`config.mk`:
```
export PLATFORM = sky130hd
export DESIGN_NAME = phase_seq_flat
export DESIGN_NICKNAME = d
export VERILOG_FILES = /design/src/rtl/phase_pkg.sv /design/src/rtl/phase_seq_if.sv /design/src/rtl/phase_seq.sv /design/src/flat_wrapper.sv
export SDC_FILE = /design/constraint.sdc
export NUM_CORES = 1
export LEC_CHECK = 0
export ABC_AREA = 1
export CAP_MARGIN = 10
export CORE_MARGIN = 2
export CORE_UTILIZATION = 45
export DETAILED_ROUTE_END_ITERATION = 12
export GPL_TIMING_DRIVEN = 0
export PLACE_DENSITY = 0.71
export SYNTH_ARGS = -nofsm -noshare
export SYNTH_HDL_FRONTEND = slang
export SYNTH_SLANG_ARGS = --single-unit
```
`constraint.sdc`:
```
create_clock -name clk -period 1.95 [get_ports clk]
set_input_delay 0.585 -clock clk [delete_from_list [all_inputs] [get_ports clk]]
set_output_delay 0.585 -clock clk [all_outputs]
set_load 0.01 [all_outputs]
```
`src/rtl/phase_pkg.sv`:
```
// phase_pkg: phase bit indices, sequencer states and phase decode shared by the core
package phase_pkg;
    localparam int PH_F = 0;
    localparam int PH_R = 1;
    localparam int PH_X = 2;
    localparam int PH_M = 3;
    localparam int PH_W = 4;
    localparam int PH_N = 5;
    typedef enum logic [2:0] {S_IDLE, S_FWAIT, S_F, S_R, S_X, S_M, S_W} seq_state_t;
    function automatic logic [PH_N-1:0] phase_of(seq_state_t s);
        logic [PH_N-1:0] p;
        p = '0;
        case (s)
            S_F: p[PH_F] = 1'b1;
            S_R: p[PH_R] = 1'b1;
            S_X: p[PH_X] = 1'b1;
            S_M: p[PH_M] = 1'b1;
            S_W: p[PH_W] = 1'b1;
            default: p = '0;
        endcase
        return p;
    endfunction
endpackage

```
`src/rtl/phase_seq_if.sv`:
```
// phase_seq_if: control inputs and phase/status outputs of the phase sequencer
interface phase_seq_if
    import phase_pkg::*;
#(
    parameter int ICNT_W = 32
);
    logic start;
    logic halt_req;
    logic mem_op;
    logic is_halt;
    logic mem_ack;
    logic [PH_N-1:0] phase;
    logic mem_req;
    logic running;
    logic [ICNT_W-1:0] icount;
    modport master(
        output start, halt_req, mem_op, is_halt, mem_ack,
        input phase, mem_req, running, icount
    );
    modport slave(
        input start, halt_req, mem_op, is_halt, mem_ack,
        output phase, mem_req, running, icount
    );
endinterface

```
`src/rtl/phase_seq.sv`:
```
// phase_seq: five-phase one-hot sequencer with memory stalls, M skipping and run/halt control
module phase_seq
    import phase_pkg::*;
#(
    parameter bit SKIP_M = 1'b1,
    parameter int ICNT_W = 32
) (
    input logic clk,
    input logic rst,
    phase_seq_if.slave bus
);
    seq_state_t state_q, state_d;
    logic mop_q, mop_d;
    logic hlt_q, hlt_d;
    logic halt_pend_q, halt_pend_d;
    logic [ICNT_W-1:0] icount_q, icount_d;
    logic running;

    assign running = state_q != S_IDLE;

    always_comb begin
        state_d = state_q;
        mop_d = mop_q;
        hlt_d = hlt_q;
        icount_d = icount_q;
        case (state_q)
            S_IDLE:  state_d = bus.start ? S_FWAIT : S_IDLE;
            S_FWAIT: state_d = bus.mem_ack ? S_F : S_FWAIT;
            S_F:     state_d = S_R;
            S_R:     state_d = S_X;
            S_X: begin
                mop_d = bus.mem_op;
                hlt_d = bus.is_halt;
                state_d = (bus.mem_op || !SKIP_M) ? S_M : S_W;
            end
            // a non-memory M is a fixed single cycle, so ack only matters for data accesses
            S_M:     state_d = (!mop_q || bus.mem_ack) ? S_W : S_M;
            S_W: begin
                icount_d = icount_q + ICNT_W'(1);
                state_d = (hlt_q || halt_pend_q || bus.halt_req) ? S_IDLE : S_FWAIT;
            end
            default: state_d = S_IDLE;
        endcase
        halt_pend_d = (state_d == S_IDLE) ? 1'b0 : (halt_pend_q || (running && bus.halt_req));
    end

    always_ff @(posedge clk or posedge rst) begin
        if (rst) begin
            state_q <= S_IDLE;
            mop_q <= 1'b0;
            hlt_q <= 1'b0;
            halt_pend_q <= 1'b0;
            icount_q <= '0;
        end else begin
            state_q <= state_d;
            mop_q <= mop_d;
            hlt_q <= hlt_d;
            halt_pend_q <= halt_pend_d;
            icount_q <= icount_d;
        end
    end

    assign bus.phase = phase_of(state_q);
    assign bus.mem_req = (state_q == S_FWAIT) || (state_q == S_M && mop_q);
    assign bus.running = running;
    assign bus.icount = icount_q;
endmodule

```
`src/flat_wrapper.sv`:
```
// flat-port wrapper written by rule: the top's interface ports become plain ports
module phase_seq_flat import phase_pkg::*;
#(
    parameter bit SKIP_M = 1'b1,
    parameter int ICNT_W = 32
)
  (clk, rst, bus_start, bus_halt_req, bus_mem_op, bus_is_halt, bus_mem_ack, bus_phase, bus_mem_req, bus_running, bus_icount);
  phase_seq_if #(.ICNT_W(ICNT_W)) bus_i ();
  input logic clk;
  input logic rst;
  input wire logic [$bits(bus_i.start)-1:0] bus_start;
  input wire logic [$bits(bus_i.halt_req)-1:0] bus_halt_req;
  input wire logic [$bits(bus_i.mem_op)-1:0] bus_mem_op;
  input wire logic [$bits(bus_i.is_halt)-1:0] bus_is_halt;
  input wire logic [$bits(bus_i.mem_ack)-1:0] bus_mem_ack;
  output wire logic [$bits(bus_i.phase)-1:0] bus_phase;
  output wire logic [$bits(bus_i.mem_req)-1:0] bus_mem_req;
  output wire logic [$bits(bus_i.running)-1:0] bus_running;
  output wire logic [$bits(bus_i.icount)-1:0] bus_icount;
  assign bus_i.start = bus_start;
  assign bus_i.halt_req = bus_halt_req;
  assign bus_i.mem_op = bus_mem_op;
  assign bus_i.is_halt = bus_is_halt;
  assign bus_i.mem_ack = bus_mem_ack;
  assign bus_phase = bus_i.phase;
  assign bus_mem_req = bus_i.mem_req;
  assign bus_running = bus_i.running;
  assign bus_icount = bus_i.icount;
  phase_seq #(.SKIP_M(SKIP_M), .ICNT_W(ICNT_W)) u_core (.clk(clk), .rst(rst), .bus(bus_i));
endmodule
```
==> out/metrics.yaml, run 1 <==
outcome:
  status: "finished, final reports clean"
setup_path:
  crit_family: "buffers and inverters"
  cp_slowest_cell: "clkdlybuf4s50_1"
  cp-endpoint: "bus_icount[23]"
  path_depth: 1
  arrival_ns: 1.32
  cp.required_ns: 1.36
  r2r-end: "u_core.bus.icount[26]$_DFFE_PP0P_"
  rr_startpoint: "u_core.bus.icount[0]$_DFFE_PP0P_"
  critPathMaxFanout: 6
  endpoint_kind: "output pin"
  critical_path_class: "register to output pin"
  slowest_delay_ns: 0.57
  crit_path_start_kind: "register"
  path_cells: "clkdlybuf4s50_1"
  regToRegSetupSlack_ns: 0.34
  crit_buf_inv: 1
  crit_path_start: "u_core.bus.icount[23]$_DFFE_PP0P_"
  reg2reg_depth: 8
global_routing:
  antenna_found_initial: 0
  grt_max_degree: 39
  grt_overflow: 0
  grt_pass1_wl_um: 8000
  grt_pass1_vias: 1762
  grt_use_total_pct: 19.1
detailed_routing:
  wire_per_inst_um: 11.8
  routed_wl_um: 4690
  drtIter0Drc: 76
  dr.pass1.iters: 4
  route.detailed.drc: 0
  dr_total_vias: 1896
  ant_nets: 0
  via_per_inst: 4.78
sta:
  worst_pin_slew_ns: 0.790
  clock_skew_ns: 0.00462
  worst_slack_ns: 0.0478
  min_period_ns: 1.90
  tns_ns: 0
  fmax_mhz: 526
  slew-limit-headroom_pct: 47.3
  hold_viol_final: 0
  rsz0062_at_grt: "no"
  fin_crit_sh_pct: 97.5
  final-setup-viol-count: 0
  slew_violations: 0
logic_synthesis:
  netlist.area_leader.share_pct: 43.3
  yosysMostFrequentCell: "nand2_1"
  yosysSeqAreaShare_pct: 43.3
  netlist_area_um2: 2200
  yosysWarnings: 0
  synthFlopType: "dfrtp_1"
  synth.largest_area_cell: "dfrtp_1"
  netlist_instances: 272
  synth-edff-count: 0
  synth_common_cells: "nand2_1 (67), inv_1 (42), dfrtp_1 (38)"
  synth.top_cells.by_area: "dfrtp_1 (43%), nand2_1 (11%), inv_1 (7.2%)"
  avgSynthCellArea_um2: 8.08
  synth.ff_latch_count: 38
  ys_async_sr_fraction_pct: 100
  synth_nets: 280
  synth_cell_types: 28
final_layout:
  diodes: 0
  nets: 337
  post-route-util_pct: 60.6
  drive_gt1_share_pct: 17.6
  area_growth_pct: 30.3
  fin_area_um2: 2860
floorplanning:
  die_area_um2: 5460
  core_area_um2: 4720
  rows: 25
  die_x_um: 73.9
  pin_count: 46
  die_h_um: 73.9
  initial_core_util_pct: 46.5
pwr:
  p_leak_uw: 0.00142
  ir_drop_uv: 564
  power_density_nw_per_um2: 755
clock_network:
  clkTransAtPathRegs_ns: 0.07
  h-tree-depth: 2
  root_buffer: "clkbuf_8"
  cts_sinks: 38
  tritoncts: "done"
  numCtsBuffers: 5
  clock_latency_ns: 0.29
  cts_hold_repair.buffers: 0
  clockBufferDepth: 2
run:
  drv_cap: 0
place:
  post-place-ws_ns: -0.0391
  portBuffers: 45
  place_congestion: 0.816
  dpl_cell_area_um2: 2730
  hpwl_um: 3510
worst_hold_path:
  min_path_type: "register to register"
==> cell type report <==
cell class	instances	area, µm²
clock buffer	6	82.6
clock inverter	2	12.5
fill	446	1860
inverter	46	178
multi-input combinational	187	1070
sequential	38	963
tap	67	83.8
timing repair buffer	51	472
==> logic make-up (layout without fill, tap and decap cells) <==
group                    after synthesis  count (layout)  share of synthesized area (%)
flip-flops                            38              38                           43.3
AO/OA/AOI/OAI                          7               7                           1.82
buffers and inverters                 47             105                           8.31
adder cells (fa/ha/maj)                1               1                          0.569
XOR/XNOR                              19              19                           7.57
AND/OR/NAND/NOR                      160             160                           38.4
==> worst reg2reg max path, delay by kind of cell, from the launching register on <==
kind	cells	cell delay (ns)
AND/OR/NAND/NOR	6	0.81
flip-flops	1	0.42
adder cells (fa/ha/maj)	1	0.19
buffers and inverters	1	0.06
==> power by group <==
| group | internal [µW] | switching, µW |
|---|---|---|
| logic | 275 | 331 |
| clock network | 284 | 289 |
| registers | 881 | 100 |
| total | 1440 | 721 |
==> layer usage <==
metal / GRT usage, % / share of wire [%] / up-vias
met5: 0 / 0 / -
met4: 5.66 / 1.2 / 0
met3: 4.12 / 4.7 / 4
met2: 29.4 / 48 / 40
met1: 27.0 / 47 / 888
li1: - / - / 964
==> worst min path at each step <==
| stage | start | end | slack, ns | cells past startpoint |
|---|---|---|---|---|
| 2_1_floorplan | u_core.hlt_q$_DFFE_PP0N_ | u_core.hlt_q$_DFFE_PP0N_ | 0.45 | 2 |
| 6_report | u_core.bus.icount[31]$_DFFE_PP0P_ | u_core.bus.icount[31]$_DFFE_PP0P_ | 0.50 | 2 |
| 3_3_place_gp | u_core.hlt_q$_DFFE_PP0N_ | u_core.hlt_q$_DFFE_PP0N_ | 0.47 | 2 |
| 4_1_cts | u_core.hlt_q$_DFFE_PP0N_ | u_core.hlt_q$_DFFE_PP0N_ | 0.50 | 2 |
| 5_1_grt | u_core.bus.icount[31]$_DFFE_PP0P_ | u_core.bus.icount[31]$_DFFE_PP0P_ | 0.52 | 2 |
| 3_5_place_dp | u_core.hlt_q$_DFFE_PP0N_ | u_core.hlt_q$_DFFE_PP0N_ | 0.48 | 2 |
==> per-stage QoR <==
stage | hold WS (ns) | power, µW | cells
after floorplan | 0.450 | 1330 | 272
after CTS | 0.500 | 2150 | 396
after global routing | 0.525 | 2310 | 397
final | 0.499 | 2160 | 397
after global placement | 0.470 | 1570 | 384
after detailed placement | 0.481 | 1580 | 384
==> registers in the layout, indices dropped and copies added (netlist names) <==
name / count
u_core.state_q: 3
u_core.hlt_q: 1
u_core.mop_q: 1
u_core.bus.icount: 32
u_core.halt_pend_q: 1
==> cells in the final DEF (no fill, tap or decap), types with 2 or more instances in the layout <==
| master | count |
|---|---|
| nor2_1 | 27 |
| inv_4 | 2 |
| nor2_4 | 6 |
| o21bai_1 | 2 |
| buf_2 | 2 |
| clkbuf_2 | 2 |
| dlygate4sd2_1 | 3 |
| a21oi_1 | 2 |
| nand2_1 | 67 |
| xor2_1 | 9 |
| nor2_2 | 6 |
| nor2_8 | 2 |
| o21ai_1 | 2 |
| nand4_1 | 18 |
| inv_2 | 4 |
| dfrtp_2 | 10 |
| inv_1 | 40 |
| dfrtp_1 | 28 |
| buf_4 | 6 |
| xnor2_1 | 10 |
| nand3_2 | 3 |
| nand3_1 | 21 |
| nand2_2 | 2 |
| nor3_1 | 2 |
| clkdlybuf4s50_1 | 38 |
| clkbuf_8 | 6 |
==> timing repair <==
item,4_1_cts,5_1_grt
resized for setup,18,12
setup buffers,5,1
endpoints found under the setup margin,7,11
endpoints found under the hold margin,0,0
(Power assumes the default switching activity.)
==> run 2: changes to the inputs <==
CELL_PAD_IN_SITES_DETAIL_PLACEMENT = 1   (was not set)
CELL_PAD_IN_SITES_GLOBAL_PLACEMENT = 2   (was not set)
CORE_UTILIZATION = 29   (was 45)
PLACE_DENSITY = 0.77   (was 0.71)
==> out/metrics.yaml, run 2 (same netlist as run 1, synthesis figures left out) <==
clock_network:
  clockBufferDepth: 2
  h-tree-depth: 2
  cts_sinks: 38
  clkTransAtPathRegs_ns: 0.08
  root_buffer: "clkbuf_8"
  tritoncts: "done"
  numCtsBuffers: 5
  clock_latency_ns: 0.29
global_routing:
  grt_pass1_wl_um: 10000
  use_met3_pct: 2.57
  antenna_found_initial: 0
  grt_pass1_vias: 2061
  top_usage_layer: "met2"
  grt.met1_usage_pct: 19.7
  grt_overflow: 0
  grt_util_met2_pct: 25.4
  grt_max_degree: 39
  grt_use_total_pct: 14.9
setup_path:
  crit_path_start_kind: "register"
  critPathMaxFanout: 5
  crit_family: "buffers and inverters"
  arrival_ns: 1.31
  critical_path_class: "register to output pin"
  crit_buf_inv: 1
  slowest_delay_ns: 0.57
  path_cells: "clkdlybuf4s50_1"
  endpoint_kind: "output pin"
  cp.required_ns: 1.36
  regToRegSetupSlack_ns: 0.33
  cp_slowest_cell: "clkdlybuf4s50_1"
final_layout:
  area_growth_pct: 33.9
  stdcell_count: 431
  largest_reg_flops: 32
  fin_area_um2: 2940
  drive_gt1_share_pct: 20.5
  layout_common_cells: "nand2_1 (67), inv_1 (40), clkdlybuf4s50_1 (38)"
  diodes: 0
  mostFrequentLayoutCell: "nand2_1"
  nets: 339
sta:
  clock_skew_ns: 0.0101
  slew_violations: 0
  min_period_ns: 1.89
  holdWs_ns: 0.520
  hold_viol_final: 0
  slew-limit-headroom_pct: 45.9
  fmax_mhz: 528
  worst_pin_slew_ns: 0.811
  fin_crit_sh_pct: 97.1
  final-setup-viol-count: 0
place:
  place_congestion: 0.719
  dpl_cell_area_um2: 2770
  portBuffers: 45
  dpl.cell_count: 416
  hpwl_um: 4480
detailed_routing:
  wire_per_inst_um: 13.7
  dr.pass1.iters: 5
  drtIter0Drc: 51
  ant_nets: 0
  route.detailed.drc: 0
  via_per_inst: 4.51
  dr_total_vias: 1945
  routed_wl_um: 5890
run:
  drv_cap: 0
floorplanning:
  core_area_um2: 7290
  pin_count: 46
  die_area_um2: 8290
  die_h_um: 91.0
  initial_core_util_pct: 30.1
  rows: 31
  die_x_um: 91.0
pwr:
  ir_drop_uv: 272
  p_leak_uw: 0.00143
  total_power_uw: 2330
  power_density_nw_per_um2: 792
outcome:
  status: "finished, final reports clean"
worst_hold_path:
  min_path_type: "register to register"
run 2: changes by cell type in the layout (fill, tap and decap cells not counted), sizes merged:
cell | before | now
clkinvlp | 1 | 0
dlygate4sd2 | 3 | 2
bufinv | 0 | 1
clkinv | 1 | 2
buf | 8 | 10
run 2: tightest hold or removal path: stages, from the launching register on:
cell	delay, ns
dfrtp_1	0.38
nand2_1	0.07
nand2_1	0.05
run 2: path summary, 6_finish.rpt:
check / startpoint / endpoint / cells after the start
worst max-delay path: u_core.bus.icount[27]$_DFFE_PP0P_ / bus_icount[27] / 1
worst min-delay path: u_core.bus.icount[31]$_DFFE_PP0P_ / u_core.bus.icount[31]$_DFFE_PP0P_ / 2
worst max register to register: u_core.bus.icount[0]$_DFFE_PP0P_ / u_core.bus.icount[28]$_DFFE_PP0P_ / 8
worst min register to register: u_core.bus.icount[31]$_DFFE_PP0P_ / u_core.bus.icount[31]$_DFFE_PP0P_ / 2
max in group asynchronous: rst / u_core.bus.icount[26]$_DFFE_PP0P_ / 2
min in group asynchronous: rst / u_core.bus.icount[31]$_DFFE_PP0P_ / 2
run 2: timing repair:
action                                  4_1_cts  5_1_grt
gates resized for setup                      24       18
hold buffers                                  0        0
cloned                                        0        0
hold endpoints to repair                      0        0
pin swaps                                     0        3
endpoints found under the setup margin       10       17
setup buffers                                 4        4
run 2: area by class of cell:
| class | instances | area (µm²) |
|---|---|---|
| clock inverter | 3 | 40.0 |
| timing repair buffer | 53 | 487 |
| clock buffer | 5 | 68.8 |
| multi-input combinational | 187 | 1070 |
| tap | 99 | 124 |
| fill | 922 | 4350 |
| inverter | 46 | 185 |
| sequential | 38 | 972 |
run 2: metal layers:
layer,up-vias,wire length [µm],share of wire [%]
met3,2,142,2.4
li1,975,-,-
met2,28,2890,49
met4,0,28,0.48
met5,-,0,0
met1,940,2830,48
run 2: metrics by stage:
step / util [%] / setup TNS (ns) / setup slack [ns]
after floorplan: - / 0 / 0.486
after global placement: 38.0 / -17.94 / -0.472
after detailed placement: 38.0 / -0.0660 / -0.0530
after CTS: 39.9 / -0.0243 / -0.0243
after global routing: 40.4 / -0.00370 / -0.00249
final: 40.4 / 0 / 0.0575
run 2: power breakdown:
group / internal [µW] / switching, µW / leakage [µW]
Combinational: 314 / 368 / 0.000880
Sequential: 880 / 101 / 0.000491
Clock: 377 / 292 / 0.0000579
